## src/rtl/button_pulse_generator_pkg.sv

```systemverilog
// rtl/button_pulse_generator_pkg.sv - shared types and defaults for button input conditioning
package button_pulse_generator_pkg;

  // Per-channel debounce state encoding
  typedef enum logic [1:0] {
    RELEASED     = 2'b00,
    PRESS_WAIT   = 2'b01,
    PRESSED      = 2'b10,
    RELEASE_WAIT = 2'b11
  } db_state_e;

  // 10 ms at 50 MHz
  localparam int DEFAULT_DEBOUNCE_CYCLES = 500000;

endpackage

```

## src/rtl/button_pulse_generator_debounce_channel.sv

```systemverilog
// rtl/button_pulse_generator_debounce_channel.sv - one button: synchronizer, debounce FSM, pulses, press counter
module debounce_channel
  import button_pulse_generator_pkg::*;
#(
  parameter int DEBOUNCE_CYCLES = DEFAULT_DEBOUNCE_CYCLES,
  parameter int CNT_WIDTH       = $clog2(DEBOUNCE_CYCLES + 1)
) (
  input  logic       clock_i,
  input  logic       reset_ni,
  input  logic       button_ni,
  output logic       level_o,
  output logic       press_pulse_o,
  output logic       release_pulse_o,
  output logic [3:0] press_count_o
);

  // Last counter value before a level change is accepted
  localparam logic [CNT_WIDTH-1:0] CNT_LAST = CNT_WIDTH'(DEBOUNCE_CYCLES - 1);
  localparam logic [CNT_WIDTH-1:0] CNT_ONE  = CNT_WIDTH'(1);

  logic                 sync1_q, sync2_q;
  db_state_e            state_q, state_d;
  logic [CNT_WIDTH-1:0] cnt_q, cnt_d;
  logic                 level_q, level_d;
  logic                 press_q, press_d;
  logic                 release_q, release_d;
  logic [3:0]           count_q, count_d;
  logic                 s;

  // Synchronizer flops hold the raw active-low value; s is 1 when pressed
  assign s = ~sync2_q;

  // State register; synchronizer resets to released so a held button reads as a new press
  always_ff @(posedge clock_i) begin
    if (!reset_ni) begin
      sync1_q   <= 1'b1;
      sync2_q   <= 1'b1;
      state_q   <= RELEASED;
      cnt_q     <= '0;
      level_q   <= 1'b0;
      press_q   <= 1'b0;
      release_q <= 1'b0;
      count_q   <= 4'd0;
    end else begin
      sync1_q   <= button_ni;
      sync2_q   <= sync1_q;
      state_q   <= state_d;
      cnt_q     <= cnt_d;
      level_q   <= level_d;
      press_q   <= press_d;
      release_q <= release_d;
      count_q   <= count_d;
    end
  end

  // Debounce next-state: a change must hold DEBOUNCE_CYCLES synchronized cycles
  always_comb begin
    state_d   = state_q;
    cnt_d     = cnt_q;
    level_d   = level_q;
    press_d   = 1'b0;
    release_d = 1'b0;
    count_d   = count_q;
    case (state_q)
      RELEASED: begin
        if (s) begin
          state_d = PRESS_WAIT;
          cnt_d   = CNT_ONE;
        end
      end
      PRESS_WAIT: begin
        if (!s) begin
          state_d = RELEASED;
          cnt_d   = '0;
        end else if (cnt_q == CNT_LAST) begin
          state_d = PRESSED;
          cnt_d   = '0;
          level_d = 1'b1;
          press_d = 1'b1;
          count_d = count_q + 4'd1;
        end else begin
          cnt_d = cnt_q + CNT_ONE;
        end
      end
      PRESSED: begin
        if (!s) begin
          state_d = RELEASE_WAIT;
          cnt_d   = CNT_ONE;
        end
      end
      RELEASE_WAIT: begin
        if (s) begin
          state_d = PRESSED;
          cnt_d   = '0;
        end else if (cnt_q == CNT_LAST) begin
          state_d   = RELEASED;
          cnt_d     = '0;
          level_d   = 1'b0;
          release_d = 1'b1;
        end else begin
          cnt_d = cnt_q + CNT_ONE;
        end
      end
      default: begin
        state_d = RELEASED;
        cnt_d   = '0;
      end
    endcase
  end

  assign level_o         = level_q;
  assign press_pulse_o   = press_q;
  assign release_pulse_o = release_q;
  assign press_count_o   = count_q;

endmodule

```

## src/rtl/button_pulse_generator.sv

```systemverilog
// rtl/button_pulse_generator.sv - WIDTH independent debounced button channels
module button_pulse_generator
  import button_pulse_generator_pkg::*;
#(
  parameter int WIDTH           = 2,
  parameter int DEBOUNCE_CYCLES = DEFAULT_DEBOUNCE_CYCLES,
  parameter int CNT_WIDTH       = $clog2(DEBOUNCE_CYCLES + 1)
) (
  input  logic               clock,
  input  logic               reset,
  input  logic [WIDTH-1:0]   button_n,
  output logic [WIDTH-1:0]   level,
  output logic [WIDTH-1:0]   press_pulse,
  output logic [WIDTH-1:0]   release_pulse,
  output logic [4*WIDTH-1:0] press_count
);

  // One fully independent channel per button; counters packed 4 bits per channel
  for (genvar i = 0; i < WIDTH; i++) begin : g_ch
    debounce_channel #(
      .DEBOUNCE_CYCLES(DEBOUNCE_CYCLES),
      .CNT_WIDTH      (CNT_WIDTH)
    ) u_ch (
      .clock_i        (clock),
      .reset_ni       (reset),
      .button_ni      (button_n[i]),
      .level_o        (level[i]),
      .press_pulse_o  (press_pulse[i]),
      .release_pulse_o(release_pulse[i]),
      .press_count_o  (press_count[4*i +: 4])
    );
  end

endmodule

```

## config.mk

```make
export PLATFORM = sky130hd
export DESIGN_NAME = button_pulse_generator
export DESIGN_NICKNAME = d
export VERILOG_FILES = /design/src/rtl/button_pulse_generator_pkg.sv /design/src/rtl/button_pulse_generator_debounce_channel.sv /design/src/rtl/button_pulse_generator.sv
export SDC_FILE = /design/constraint.sdc
export NUM_CORES = 1
export LEC_CHECK = 0
export ABC_AREA = 1
export BUFFER_PORTS_ARGS = -buffer_cell sky130_fd_sc_hd__clkbuf_2
export CORE_MARGIN = 2
export CORE_UTILIZATION = 40
export DETAILED_ROUTE_END_ITERATION = 6
export SYNTH_ARGS = -nofsm -noshare
export SYNTH_HDL_FRONTEND = slang
export SYNTH_SLANG_ARGS = --single-unit
```

## constraint.sdc

```tcl
create_clock -name clock -period 2.5 [get_ports clock]
set_input_delay 0.5 -clock clock [delete_from_list [all_inputs] [get_ports clock]]
set_output_delay 0.5 -clock clock [all_outputs]
set_load 0.02 [all_outputs]
```

# Yosys cells after proc, flatten, opt, wreduce, memory -nomap -nowiden
# Index checks and enable logic that the tools add are counted.
dict set report classes {
  n_addsub 4
  eq_ne 24
  mux 38
  bitwise_logic 5
  n_reduce_logical 16
}
# op count
set ops {}
lappend ops {{2-to-1 mux 19 bit} 10}
lappend ops {{case mux 19 bit (4 select lines)} 2}
lappend ops {{adder 19 x 1 -> 19 bit, second input constant} 2}
lappend ops {{equality test 19 bit, second input constant} 2}
lappend ops {{2-to-1 mux 2 bit} 12}
lappend ops {{!= test 2 x 1 -> 1 bit, second input constant} 8}
lappend ops {{case mux 2 bit (4 select lines)} 2}
lappend ops {{AND reduction 3 bit} 4}
lappend ops {{2-to-1 mux 1 bit} 10}
lappend ops {{AND reduction 5 bit} 2}
lappend ops {{adder 4 x 1 -> 4 bit, second input constant} 2}
lappend ops {{equality test 2 bit, second input constant} 4}
lappend ops {{!= test 2 bit, second input constant} 4}
lappend ops {{AND reduction 4 bit} 2}
lappend ops {{!= test 3 x 1 -> 1 bit, second input constant} 2}
lappend ops {{!= test 3 bit, second input constant} 2}
lappend ops {{OR reduction 3 bit} 2}
lappend ops {{NOT 1 bit} 5}
lappend ops {{equality test 2 x 1 -> 1 bit, second input constant} 2}
lappend ops {{logical NOT 2 bit} 2}
lappend ops {{case mux 1 bit (2 select lines)} 2}
lappend ops {{AND reduction 2 bit} 2}
lappend ops {{nonzero test 2 bit} 2}
dict set report totals {
  register_bits 60
  inputBits 4
  out_inout_bits 14
  wordCells 103
}

# Longest topological paths before layout
dict set report logic_depth {
  word_depth 4
  mapped_depth 12
  mapped_depth_nobuf 11
}

# Hierarchy
# From an unflattened synthesis, not the netlist that was laid out.
dict set report unflattened {
  hier_cells 532
  hier_area_um2 3364.5
}
# mod instances cells_per_inst area_per_inst_um2 seq_area_each_um2
set modules_own_cells {}
lappend modules_own_cells {{debounce_channel (g_ch[1].u_ch)} 1 270 1704.1 600.6}
lappend modules_own_cells {{debounce_channel (g_ch[0].u_ch)} 1 262 1660.3 600.6}

# Worst setup path before layout
# OpenSTA, ideal clock, no wires.
dict set report synth_path {
  kind {reg2reg}
  startpoint {reg g_ch[0].u_ch.cnt_q[1]}
  endpoint {reg g_ch[0].u_ch.cnt_q[13]}
  setup_time_ns 0.138
  arrival_time_ns 1.300
  required_ns 2.362
  setup_slack_ns 1.062
  path_stages_with_launch 10
  n_path_buf 1
  synth_period_minus_slack_ns 1.438
  path_cell_list {dfxtp_1 -> ha_1 -> nand2_1 -> nor2_1 -> nand3_2 -> nand2_4 -> inv_4 -> buf_12 -> nand3_2 -> a21oi_2}
}
dict set report synth_via {
  elab_chain_len 4
  elab_cells_between_ends 6
  classes_between {add/sub: 1; eq/ne: 1; mux: 4}
}
# element line_no
set synth_rtl {}
lappend synth_rtl {{start, declared} button_pulse_generator_debounce_channel.sv:23} ;# logic [CNT_WIDTH-1:0] cnt_q, cnt_d;
lappend synth_rtl {{start signal, assigned} button_pulse_generator_debounce_channel.sv:48} ;# cnt_q <= cnt_d;
lappend synth_rtl {{adder 19 x 1 -> 19 bit / equality test 19 bit (equally long branches)} --}
lappend synth_rtl {{2-to-1 mux 19 bit *} {button_pulse_generator_debounce_channel.sv:75, button_pulse_generator_debounce_channel.sv:95}}
lappend synth_rtl {{2-to-1 mux 19 bit (on tied branches)} {button_pulse_generator_debounce_channel.sv:92, button_pulse_generator_debounce_channel.sv:72}}
lappend synth_rtl {{case mux 19 bit (4 select lines) *} button_pulse_generator_debounce_channel.sv:64} ;# case (state_q)
# Every way passes the cells marked *; elsewhere a longest branch is shown, timed or not.
# A chain may end at the register's enable or synchronous reset.

# Worst setup path in the final report
dict set report layout_path {
  startpoint {reg g_ch[0].u_ch.cnt_q[1]}
  endpoint {reg g_ch[0].u_ch.cnt_q[18]}
}
# Same word-level chain as after synthesis.

==> impl_metrics.json <==
{
  "fin_crit_ns": 1.682,
  "drtAntennaViolNets": 0,
  "cts.sinks": 60,
  "clock_path_buffers": 2,
  "yosysMostFrequentCell": "nand2_1",
  "drc": 0,
  "hold_path_class": "input pin to flop",
  "cp_max_fo": 6,
  "cts_hold_buffers": 0,
  "fin_nets": 546,
  "clk_latency_ns": 0.34,
  "synth_top_area_share_pct": 34.99,
  "final.setup.tns_ns": 0,
  "num_vias": 3149,
  "drtIter0Drc": 99,
  "cts_max_level": 3,
  "cts_tree": "done",
  "drtPass1Iterations": 4,
  "synth_flop_cell": "dfxtp_1",
  "grt_pass1_vias": 2934,
  "die_area_mm2": 0.009340,
  "finalWeightedCongestion": 0.8659,
  "status": "finished, final reports clean",
  "seq_area_frac_synth_pct": 34.99,
  "grt_pass1_wl_mm": 13.46,
  "antenna_found_initial": 0,
  "hold_violations": 0,
  "drt-vias-per-instance": 4.860,
  "syn_nets": 534,
  "ys_types": 36,
  "worstPathRequired_ns": 2.78,
  "cts_inserted_buffers": 9,
  "die_w_um": 96.65,
  "fmax_mhz": 594.7,
  "syn2layout_area_growth_pct": 9.147,
  "drt_wl_total_mm": 7.554,
  "critPathCaptureType": "flop",
  "grt_remaining_overflow": 0,
  "cts-root-buf": "clkbuf_8",
  "synth_warnings": 0,
  "period_share_pct": 67.26,
  "leakage_nw": 1.368,
  "initial_core_util_pct": 41.58,
  "path_class": "flop to flop",
  "power_w": 0.001920,
  "synthTopCellsByCount": "nand2_1 (156), nor2_1 (67), dfxtp_1 (60)",
  "syn_area_mm2": 0.003433,
  "rows": 33,
  "hpwl_mm": 5.450,
  "setup_viol": 0,
  "path_clk_slew_ns": 0.08,
  "max-cap-violations": 0,
  "io_pins": 18,
  "finalClockSkew_ns": 0.01418,
  "syn_inst": 526,
  "avgSynthCellArea_um2": 6.527,
  "io_buffers": 17,
  "cts_setup_buffers": 0,
  "n_fill_cell": 878,
  "cts_resized": 0,
  "rsz0062_at_grt": "no",
  "hold_slack_ns": 0.3500,
  "drv_slew": 0,
  "worst_pin_slew_ns": 0.5144,
  "diodes": 0,
  "start_kind": "flop",
  "powerDensity_mw_per_mm2": 512.2,
  "die_h_um": 96.65,
  "synthArstFlopShare_pct": 0,
  "ys_ff_latch": 60,
  "grt_max_degree": 25,
  "wl_per_cell_um": 11.66,
  "slew_headroom_pct": 65.50,
  "synth-edff-count": 0,
  "grt_use_total_pct": 17.15,
  "cp.arrival_ns": 1.96,
  "peakVddDrop_mv": 0.2506,
  "drive_above_1_share_pct": 13.44,
  "synth_top_cell_by_area": "dfxtp_1",
  "synth_area_leaders": "dfxtp_1 (35%), nand2_1 (17%), nor2_1 (7.3%)",
  "fp.coreArea_mm2": 0.008258
}
==> final cells by class <==
| cell class | count | area [µm²] | share of cell area (%) |
|---|---|---|---|
| Clock inverter | 4 | 47.55 | 1.269 |
| Sequential cell | 60 | 1201 | 32.05 |
| Inverter | 60 | 227.7 | 6.077 |
| Multi-Input combinational cell | 388 | 1884 | 50.28 |
| Tap cell | 105 | 131.4 | 3.506 |
| Clock buffer | 12 | 155.1 | 4.140 |
| Timing Repair Buffer | 19 | 100.1 | 2.671 |
==> cells by family after synthesis <==
group / count (synthesis) / synth area share [%]
adder cells (fa/ha/maj): 4 / 1.458
buffers and inverters: 78 / 10.13
XOR/XNOR: 5 / 1.276
AND/OR/NAND/NOR: 306 / 39.91
AO/OA/AOI/OAI: 73 / 12.25
flip-flops: 60 / 34.99
==> registers in the layout, summed over array words and instances (netlist names), named ones only <==
register,flops
g_ch.u_ch.cnt_q,38
g_ch.u_ch.level_o,2
g_ch.u_ch.press_count_o,8
g_ch.u_ch.press_pulse_o,2
g_ch.u_ch.release_pulse_o,2
g_ch.u_ch.state_q,2
g_ch.u_ch.sync1_q,2
g_ch.u_ch.sync2_q,2
==> path summary, 6_finish.rpt <==
path / start / end / slack [ns] / depth (start not counted)
max: g_ch[0].u_ch.cnt_q[1] / g_ch[0].u_ch.cnt_q[18] / 0.82 / 9
min: button_n[0] / g_ch[0].u_ch.sync1_q / 0.35 / 2
max reg2reg: g_ch[0].u_ch.cnt_q[1] / g_ch[0].u_ch.cnt_q[18] / 0.82 / 9
min reg2reg: g_ch[1].u_ch.sync1_q / g_ch[1].u_ch.sync2_q / 0.41 / 1
==> through the flow <==
stage                     utilization [%]  cell area, µm²  instances  worst slack [ns]
after global placement              42.92            3545        632            0.8638
final                               45.38            3747        648            0.8184
after detailed placement            42.92            3545        632            0.8379
after floorplan                         -            3433        526             1.062
after global routing                45.38            3747        648            0.6052
after CTS                           45.38            3747        648            0.8274
==> critical path: stages (launching register included) <==
cell	delay [ns]
dfxtp_1	0.36
ha_1	0.19
nand2_1	0.10
nor2_1	0.26
nand2_2	0.17
nor2_4	0.21
nand2_1	0.07
nand2_1	0.07
nand3_2	0.07
a21oi_2	0.12
==> power breakdown <==
part            total, W  internal [W]  switching [W]
clock           0.000901      0.000512       0.000389
combinational  0.0000539     0.0000127      0.0000412
sequential      0.000965      0.000961     0.00000366
total            0.00192       0.00149       0.000433
==> routing by layer <==
metal	wire [µm]	up-vias	GRT usage, %
met5	0	-	0
met1	3725	1404	22.48
met3	223	8	3.974
met4	95	0	4.659
li1	-	1697	-
met2	3510	40	28.37
==> cell usage in the layout (no fill, tap or decap) <==
master      netlist  routed
nor2_2            4       4
clkinv_2          0       2
a211oi_1          1       1
clkbuf_8          0      11
nand4_1           9       9
nand3_2           9       9
xnor2_1           2       2
or2_1             1       1
a21oi_2           9       9
nor2_1           67      67
xor2_1            3       3
ha_1              4       4
nand2_1         156     156
o211ai_1          1       1
nand3_1          43      43
inv_1            55      55
nor2_8            1       1
and2_4            1       1
bufinv_16         0       1
inv_4             1       1
a21oi_1          33      33
inv_2             3       3
o22ai_1           3       3
nand2_4           1       1
o21ai_1           1       1
clkinv_1          1       1
or2_2             4       4
nor3_1            3       3
nand2_2           3       3
clkbuf_1          6       1
buf_4             9       2
nand4_2           1       1
clkbuf_2          0      17
clkinvlp_4        0       1
dfxtp_1          60      60
and2_1            1       1
o21ai_0          20      20
nor2_4            2       2
o21bai_1          5       5
Power figures use the tool's default switching activity.
